**src/rtl/life_matrix_scan_if.sv**
```systemverilog
`default_nettype none
// ============================================================================
//  Module      : life_matrix_scan_if
//  Description : Generation input / LED-matrix output bundle for the scanner.
//  Revision    : 1.0  initial release
// ============================================================================
interface life_matrix_scan_if;
    logic [63:0] grid;
    logic        grid_valid;
    logic        en;
    logic [7:0]  row;
    logic [7:0]  col;
    logic        frame_done;
    logic        update_pend;

    modport master (
        output grid, grid_valid, en,
        input  row, col, frame_done, update_pend
    );

    modport slave (
        input  grid, grid_valid, en,
        output row, col, frame_done, update_pend
    );
endinterface
`default_nettype wire

```
**src/rtl/life_matrix_scan.sv**
```systemverilog
`default_nettype none
// ============================================================================
//  Module      : life_matrix_scan
//  Description : Row-scanned 8x8 LED driver with frame-boundary generation swap.
//  Revision    : 1.0  initial release
// ============================================================================
module life_matrix_scan #(
    parameter int DWELL_CYCLES = 1000,
    parameter int BLANK_CYCLES = 2
) (
    input wire                 clk,
    input wire                 reset,
    life_matrix_scan_if.slave  bus
);

    localparam int c_MAX_CYCLES = (DWELL_CYCLES > BLANK_CYCLES) ? DWELL_CYCLES : BLANK_CYCLES;
    localparam int c_CNT_W      = $clog2(c_MAX_CYCLES + 1);
    localparam logic [c_CNT_W-1:0] c_DWELL_LAST = c_CNT_W'(DWELL_CYCLES - 1);
    localparam logic [c_CNT_W-1:0] c_BLANK_LAST =
        c_CNT_W'((BLANK_CYCLES > 0) ? (BLANK_CYCLES - 1) : 0);

    typedef enum logic [1:0] {
        ST_IDLE  = 2'd0,
        ST_BLANK = 2'd1,
        ST_DRIVE = 2'd2
    } state_t;

    // Every row slot begins here; with no blanking a row follows the previous one directly.
    localparam state_t c_ROW_ENTRY = (BLANK_CYCLES > 0) ? ST_BLANK : ST_DRIVE;

    state_t               r_state;
    state_t               w_state_nxt;
    logic [c_CNT_W-1:0]   r_cnt;
    logic [c_CNT_W-1:0]   w_cnt_nxt;
    logic [2:0]           r_r;
    logic [2:0]           w_r_nxt;
    logic                 w_swap;

    logic [63:0]          r_pending;
    logic [63:0]          r_shadow;
    logic                 r_update_pend;

    logic [7:0]           r_row;
    logic [7:0]           r_col;
    logic                 r_frame_done;
    logic [7:0]           w_row_nxt;
    logic [7:0]           w_col_nxt;
    logic                 w_frame_done_nxt;

    logic [7:0]           w_rows [8];

    generate
        for (genvar gi = 0; gi < 8; gi++) begin : g_rows
            assign w_rows[gi] = r_shadow[8*gi +: 8];
        end
    endgenerate

    always_ff @(posedge clk) begin
        if (reset) begin
            r_state <= ST_IDLE;
            r_cnt   <= '0;
            r_r     <= '0;
        end else begin
            r_state <= w_state_nxt;
            r_cnt   <= w_cnt_nxt;
            r_r     <= w_r_nxt;
        end
    end

    always_comb begin
        w_state_nxt      = r_state;
        w_cnt_nxt        = r_cnt + 1'b1;
        w_r_nxt          = r_r;
        w_swap           = 1'b0;
        w_row_nxt        = 8'h00;
        w_col_nxt        = 8'h00;
        w_frame_done_nxt = 1'b0;

        if (!bus.en) begin
            // Disable abandons the frame immediately; outputs go dark next cycle.
            w_state_nxt = ST_IDLE;
            w_cnt_nxt   = '0;
            w_r_nxt     = '0;
        end else begin
            case (r_state)
                ST_IDLE: begin
                    w_swap      = 1'b1;
                    w_r_nxt     = '0;
                    w_cnt_nxt   = '0;
                    w_state_nxt = c_ROW_ENTRY;
                end
                ST_BLANK: begin
                    if (r_cnt == c_BLANK_LAST) begin
                        w_cnt_nxt   = '0;
                        w_state_nxt = ST_DRIVE;
                    end
                end
                ST_DRIVE: begin
                    w_row_nxt = 8'b1 << r_r;
                    w_col_nxt = w_rows[r_r];
                    if (r_cnt == c_DWELL_LAST) begin
                        w_cnt_nxt   = '0;
                        w_state_nxt = c_ROW_ENTRY;
                        if (r_r == 3'd7) begin
                            w_frame_done_nxt = 1'b1;
                            w_swap           = 1'b1;
                            w_r_nxt          = '0;
                        end else begin
                            w_r_nxt = r_r + 3'd1;
                        end
                    end
                end
                default: begin
                    w_state_nxt = ST_IDLE;
                    w_cnt_nxt   = '0;
                    w_r_nxt     = '0;
                end
            endcase
        end
    end

    // A generation arriving on the swap cycle itself goes straight to the display.
    always_ff @(posedge clk) begin
        if (reset) begin
            r_pending     <= '0;
            r_shadow      <= '0;
            r_update_pend <= 1'b0;
        end else begin
            if (bus.grid_valid) begin
                r_pending <= bus.grid;
            end
            if (w_swap && (r_update_pend || bus.grid_valid)) begin
                r_shadow <= bus.grid_valid ? bus.grid : r_pending;
            end
            if (w_swap) begin
                r_update_pend <= 1'b0;
            end else if (bus.grid_valid) begin
                r_update_pend <= 1'b1;
            end
        end
    end

    always_ff @(posedge clk) begin
        if (reset) begin
            r_row        <= 8'h00;
            r_col        <= 8'h00;
            r_frame_done <= 1'b0;
        end else begin
            r_row        <= w_row_nxt;
            r_col        <= w_col_nxt;
            r_frame_done <= w_frame_done_nxt;
        end
    end

    assign bus.row         = r_row;
    assign bus.col         = r_col;
    assign bus.frame_done  = r_frame_done;
    assign bus.update_pend = r_update_pend;

endmodule
`default_nettype wire

```
**src/flat_wrapper.sv**
```systemverilog
// flat-port wrapper written by rule: the top's interface ports become plain ports
module life_matrix_scan_flat 
#(
    parameter int DWELL_CYCLES = 1000,
    parameter int BLANK_CYCLES = 2
)
  (clk, reset, bus_grid, bus_grid_valid, bus_en, bus_row, bus_col, bus_frame_done, bus_update_pend);
  life_matrix_scan_if bus_i ();
  input wire clk;
  input wire reset;
  input wire logic [$bits(bus_i.grid)-1:0] bus_grid;
  input wire logic [$bits(bus_i.grid_valid)-1:0] bus_grid_valid;
  input wire logic [$bits(bus_i.en)-1:0] bus_en;
  output wire logic [$bits(bus_i.row)-1:0] bus_row;
  output wire logic [$bits(bus_i.col)-1:0] bus_col;
  output wire logic [$bits(bus_i.frame_done)-1:0] bus_frame_done;
  output wire logic [$bits(bus_i.update_pend)-1:0] bus_update_pend;
  assign bus_i.grid = bus_grid;
  assign bus_i.grid_valid = bus_grid_valid;
  assign bus_i.en = bus_en;
  assign bus_row = bus_i.row;
  assign bus_col = bus_i.col;
  assign bus_frame_done = bus_i.frame_done;
  assign bus_update_pend = bus_i.update_pend;
  life_matrix_scan #(.DWELL_CYCLES(DWELL_CYCLES), .BLANK_CYCLES(BLANK_CYCLES)) u_core (.clk(clk), .reset(reset), .bus(bus_i));
endmodule
```
**config.mk**
```make
export PLATFORM = sky130hd
export DESIGN_NAME = life_matrix_scan_flat
export DESIGN_NICKNAME = d
export VERILOG_FILES = /design/src/rtl/life_matrix_scan_if.sv /design/src/rtl/life_matrix_scan.sv /design/src/flat_wrapper.sv
export SDC_FILE = /design/constraint.sdc
export NUM_CORES = 1
export LEC_CHECK = 0
export ABC_CLOCK_PERIOD_IN_PS = 2000
export CAP_MARGIN = 20
export CORE_MARGIN = 2
export CORE_UTILIZATION = 30
export CTS_CLUSTER_SIZE = 8
export DETAILED_ROUTE_END_ITERATION = 10
export REMOVE_ABC_BUFFERS = 1
export SETUP_SLACK_MARGIN = 0.02
export SLEW_MARGIN = 20
export SYNTH_ARGS = -nofsm -noshare
export SYNTH_HDL_FRONTEND = slang
export SYNTH_SLANG_ARGS = --single-unit
```
**constraint.sdc**
```tcl
create_clock -name clk -period 2 [get_ports clk]
set_clock_uncertainty 0.15 [all_clocks]
set_input_delay 0.6 -clock clk [delete_from_list [all_inputs] [get_ports clk]]
set_output_delay 0.6 -clock clk [all_outputs]
set_load 0.02 [all_outputs]
```
* After elaboration in Yosys (flattened, before gate mapping)
Index checks and enable logic that the tools add are counted.
** Operators by class
- $add $sub $neg :: 2
- Magnitude comparators :: 1
- Equality and inequality tests :: 7
- Shift operators :: 1
- Muxes and demuxes :: 17
- Bitwise operators :: 4
- Reduce and logical (&&, ||, !) cells :: 8
** Operators by type and width (number)
- 64-bit two-way mux :: 1
- 8-bit binary-select mux with 3-bit select :: 1
- 10-bit two-way mux :: 2
- 10-bit one-hot mux with 2 select lines :: 1
- 8-bit two-way mux :: 2
- 10-bit by 1-bit adder with 10-bit output (second input constant) :: 1
- 10-bit by 1-bit == test with 1-bit output (second input constant) :: 1
- 10-bit == test (second input constant) :: 1
- 1-bit by 3-bit << shifter with 8-bit output (first input constant) :: 1
- 3-bit two-way mux :: 2
- 2-bit one-hot mux with 3 select lines :: 1
- 3-bit one-hot mux with 2 select lines :: 1
- 4-bit >= comparator (second input constant) :: 1
- 2-bit two-way mux :: 2
- 2-bit by 1-bit != test with 1-bit output (second input constant) :: 2
- 3-bit NOT with 4-bit output :: 1
- 2-bit AND reduction :: 2
- 2-bit OR reduction :: 2
- 3-bit by 1-bit adder with 3-bit output (second input constant) :: 1
- 3-bit == test (second input constant) :: 1
- 1-bit two-way mux :: 3
- 1-bit NOT :: 3
- 3-bit OR reduction :: 1
- 2-bit by 1-bit == test with 1-bit output (second input constant) :: 1
- other kinds (5) :: 5
** Storage, ports and cells
- Flip-flop bits (word level) :: 161
- Input bits :: 68
- Output and inout bits :: 18
- Word-level logic and storage cells :: 49

* Depth between registers and ports, before layout
- Word-level depth :: 6
- Gate-level depth with buffers :: 7
- Gate-level depth less buffers :: 6

* Worst setup path before layout
Ideal clock, no wire load.
- Path type :: flip-flop to flip-flop
- Start point :: register u_core.r_r[0]
- End point :: register u_core.r_shadow[10]
- Library setup time :: 121 ps
- Data arrival time :: 1871 ps
- Required time :: 1729 ps
- Slack :: -143 ps
- Cell stages (with the launch flop) :: 8
- Path buffers :: 1
- Period minus slack after synthesis :: 2143 ps
- Cells stage by stage :: dfxtp_1 -> ha_1 -> ha_1 -> and3_1 -> nand4_4 -> a21oi_4 -> buf_8 -> mux2_4
** Between the ends
- Word-level cells in the longest chain between the ends :: 6
** Ends and longest elaborated chain
- from (decl) :: RTL line life_matrix_scan.sv:35 : logic [2:0] r_r;
- from (signal assigned) :: RTL line life_matrix_scan.sv:66 : r_r <= w_r_nxt;
- 3-bit == test :: RTL line life_matrix_scan.sv:104 : if (r_r == 3'd7) begin
- 1-bit two-way mux :: RTL line life_matrix_scan.sv:104
- 1-bit two-way mux :: RTL line life_matrix_scan.sv:101 : if (r_cnt == c_DWELL_LAST) begin
- 1-bit one-hot mux with 2 select lines :: RTL line life_matrix_scan.sv:85 : case (r_state)
- 1-bit two-way mux :: RTL line life_matrix_scan.sv:79 : if (!bus.en) begin
- 1-bit logical AND :: RTL line life_matrix_scan.sv:132 : if (w_swap && (r_update_pend || bus.grid_valid)) begin
- to (signal assigned) :: RTL line life_matrix_scan.sv:133 : r_shadow <= bus.grid_valid ? bus.grid : r_pending;
- to (decl) :: RTL line life_matrix_scan.sv:40 : logic [63:0] r_shadow;
No other way between the ends.
A chain may end at the register's enable or synchronous reset.

* Worst setup path in the final report
- Start point :: register u_core.r_r[0]
- End point :: register u_core.r_shadow[32]
Same word-level chain as after synthesis.

==> summary.md <==
| Metric | Value |
|---|---|
| Crit path capture type | `flop` |
| Fmax | `479 MHz` |
| First-pass DRT Iterations | `4` |
| Cells after Synth | `582` |
| IO Port Bufs | `85` |
| Row Count | `54` |
| Overall die height | `154 microns` |
| Initial antenna violation count | `0` |
| Post-route setup slack | `-0.0875 ns` |
| Slew Viols, Final | `0` |
| Dominant synthesized flop cell | `dfxtp_1` |
| Failing checks | `setup timing` |
| CTS tree | `built` |
| FF-to-FF setup slack | `-0.09 ns` |
| Final hold violations | `0` |
| Maximum number of pins on one net before global-route repair | `52` |
| CP Max Fanout | `8` |
| Clock Path Buffers | `2` |
| Status | `finished, violations left` |
| Hold Path Class | `flop to flop` |
| Met3 WL | `506 microns` |
| Leakage | `3.75 nW` |
| Tmin final | `2.09 ns` |
| CP startpoint kind | `flop` |
| Worst slew margin | `65.8%` |
| Post-synthesis sequential area ratio | `47.6%` |
| Die Width | `154 microns` |
| Starting density of the core | `30.8%` |
| GRT Residual Overflow | `0` |
| Vias in the first global route | `4518` |
| Yosys reg bits | `161` |
| Synth Cell Area | `6770 sq um` |
| Worst r2r src | `u_core.r_r[0]$_SDFFE_PP0P_` |
| Number of max-cap violations | `0` |
| PD cells | `848 nW/um^2` |
| Clock sinks | `161` |
| Fin cells | `996` |
| Die area | `23800 sq um` |
| EDFF count, synth | `0` |
| Placed insts | `954` |
| Worst Setup SP | `u_core.r_r[0]$_SDFFE_PP0P_` |
| Clk Latency, worst-skew pair | `0.42 ns` |
| Reg clk slew, reported paths | `0.06 ns` |
| RSZ-0062 raised after global routing | `true` |
| GPL Wtd Cong | `0.749` |
| Hold Path End | `u_core.r_cnt[0]$_SDFF_PP0_` |
| Leading area contributor after synthesis | `dfxtp_1` |
| Area delta synth->final | `33.2%` |
| R2r endpoint | `u_core.r_shadow[32]$_SDFFE_PP0P_` |
| Distinct cells, synth | `36` |
| Nets | `781` |
| Vias per cell | `4.36` |
| Metal2 WL | `6.30 mm` |
| Hold Startpoint | `u_core.r_cnt[0]$_SDFF_PP0_` |
| Final Cycle Share | `104%` |
| Arrival time worst endpoint | `2.25 ns` |
| Min-Delay Path Depth | `1` |
| Synth warn | `0` |
| WL met1 | `7.47 mm` |
| Setup TNS | `-3.25 ns` |
| Synth top area share | `47.6%` |
| H-tree levels | `4` |
| Global Route Usage Sum | `12.8%` |
| WL/cell | `14.5 microns` |
| Via Count | `4344` |
| Worst R2R Path Depth | `9` |
| Most frequent cell after synthesis | `dfxtp_1` |
| Syn Area/Cell | `11.6 sq um` |
| Initial DRC count | `187` |
| Core Area | `22000 sq um` |
| Asr flop ratio synth | `0%` |
| DRC viols | `0` |
| Setup violations, final | `59` |
| Final antenna diode count | `0` |
| Top cells by count, synth | `dfxtp_1, nor2_1, mux2i_1` |
| Area contributors post-synth | `dfxtp_1, mux2_4, mux2i_1` |
| IO Count | `86` |
| CTS root buffer | `clkbuf_16` |
| Share of layout cells above drive strength 1 | `25.0%` |
| Uppermost layer routed | `met4` |
| Final ANT Viol Nets | `0` |
| Worst slew pin tran | `0.511 ns` |
| Routed wire length | `14.5 mm` |
| WP data required | `2.16 ns` |
| CTS buffer count | `17` |
| Post-detail-place hpwl | `9.41 mm` |
| Hold_buf cts | `0` |
| VDD IR max | `0.523 mV` |
| First-pass GRT wire length | `23.8 mm` |
| Setup CP Type | `flop to flop` |
==> worst max path at each step <==
stage                     slack, ns                                to
after floorplan               -2.10   u_core.r_shadow[0]$_SDFFE_PP0P_
after global placement        -0.59  u_core.r_shadow[56]$_SDFFE_PP0P_
after detailed placement      -0.60  u_core.r_shadow[32]$_SDFFE_PP0P_
after CTS                     -0.11  u_core.r_shadow[32]$_SDFFE_PP0P_
after global routing          -0.17  u_core.r_shadow[32]$_SDFFE_PP0P_
final                         -0.09  u_core.r_shadow[32]$_SDFFE_PP0P_
==> routing by layer <==
layer	vias to the layer above	global-route usage, %
met4	0	4.10
li1	2231	-
met5	-	0
met2	71	19.5
met1	2030	17.8
met3	12	3.33
==> flip-flops by register name, indices dropped and copies added, names as in the netlist <==
register,count
u_core.r_pending,64
u_core.r_state,2
u_core.bus.row,8
u_core.bus.col,8
u_core.r_r,3
u_core.bus.update_pend,1
u_core.bus.frame_done,1
u_core.r_shadow,64
u_core.r_cnt,10
==> critical path: stages (launching register included) <==
cell	delay, ns
dfxtp_2	0.35
ha_4	0.15
ha_4	0.13
and3_4	0.19
nand4_4	0.09
a21oi_4	0.20
buf_12	0.14
buf_12	0.13
buf_12	0.14
mux2_4	0.30
==> kinds of logic after synthesis <==
logic type	share of synthesized area, %
AOI/OAI and AO/OA	1.33
xor gates and xnor gates	1.03
adders and majority gates	1.85
buffers and inverters	3.53
DFF	47.6
muxes	29.9
and+or+nand+nor	14.7
==> cells in the final DEF (no fill, tap or decap), types with 3 or more instances in the layout <==
| cell | netlist | layout |
|---|---|---|
| buf_12 | 0 | 11 |
| xnor2_1 | 6 | 6 |
| dlygate4sd2_1 | 0 | 19 |
| dfxtp_1 | 161 | 157 |
| nand3_1 | 8 | 8 |
| clkdlybuf4s50_1 | 0 | 64 |
| nor2_1 | 89 | 89 |
| dfxtp_2 | 0 | 4 |
| nor3b_1 | 4 | 4 |
| clkbuf_16 | 0 | 17 |
| buf_4 | 0 | 38 |
| mux2_4 | 60 | 61 |
| and3_1 | 6 | 5 |
| bufinv_16 | 0 | 4 |
| nor2b_1 | 65 | 65 |
| mux4_2 | 16 | 16 |
| clkinvlp_4 | 0 | 4 |
| ha_1 | 10 | 8 |
| inv_1 | 8 | 8 |
| mux2_2 | 4 | 3 |
| nand2_1 | 12 | 12 |
| nor3_1 | 6 | 6 |
| mux2i_1 | 72 | 72 |
==> stage by stage <==
stage / hold slack (ns) / power (W) / cell area [sq um] / worst slack, ns / utilization, %
floorplan: 0.306 / 0.00382 / 6560 / -2.10 / -
global route: 0.309 / 0.00796 / 9020 / -0.171 / 41.1
detailed placement: 0.306 / 0.00417 / 8200 / -0.598 / 37.4
CTS: 0.321 / 0.00777 / 9020 / -0.112 / 41.1
global placement: 0.298 / 0.00416 / 8200 / -0.587 / 37.4
finish: 0.285 / 0.00765 / 9020 / -0.0875 / 41.1
==> area by class of cell <==
class / count / area (sq um)
inverter: 8 / 30.0
clock buffer: 20 / 457
fill: 2063 / 12900
tap: 280 / 350
timing repair buffer: 137 / 1410
sequential: 161 / 3230
multi-input combinational: 378 / 3360
clock inverter: 12 / 181
==> what timing repair did <==
action,CTS,global route
pin swaps,3,2
setup endpoints to repair,82,74
buffers inserted,2,7
resized for setup,34,8
gates cloned,4,0
==> power by group <==
group | switching, W | internal (W)
registers | 0.0000486 | 0.00335
clock network | 0.00134 | 0.00216
logic | 0.000293 | 0.000458
total | 0.00168 | 0.00597
No activity file was read; power rests on OpenSTA's default activity.
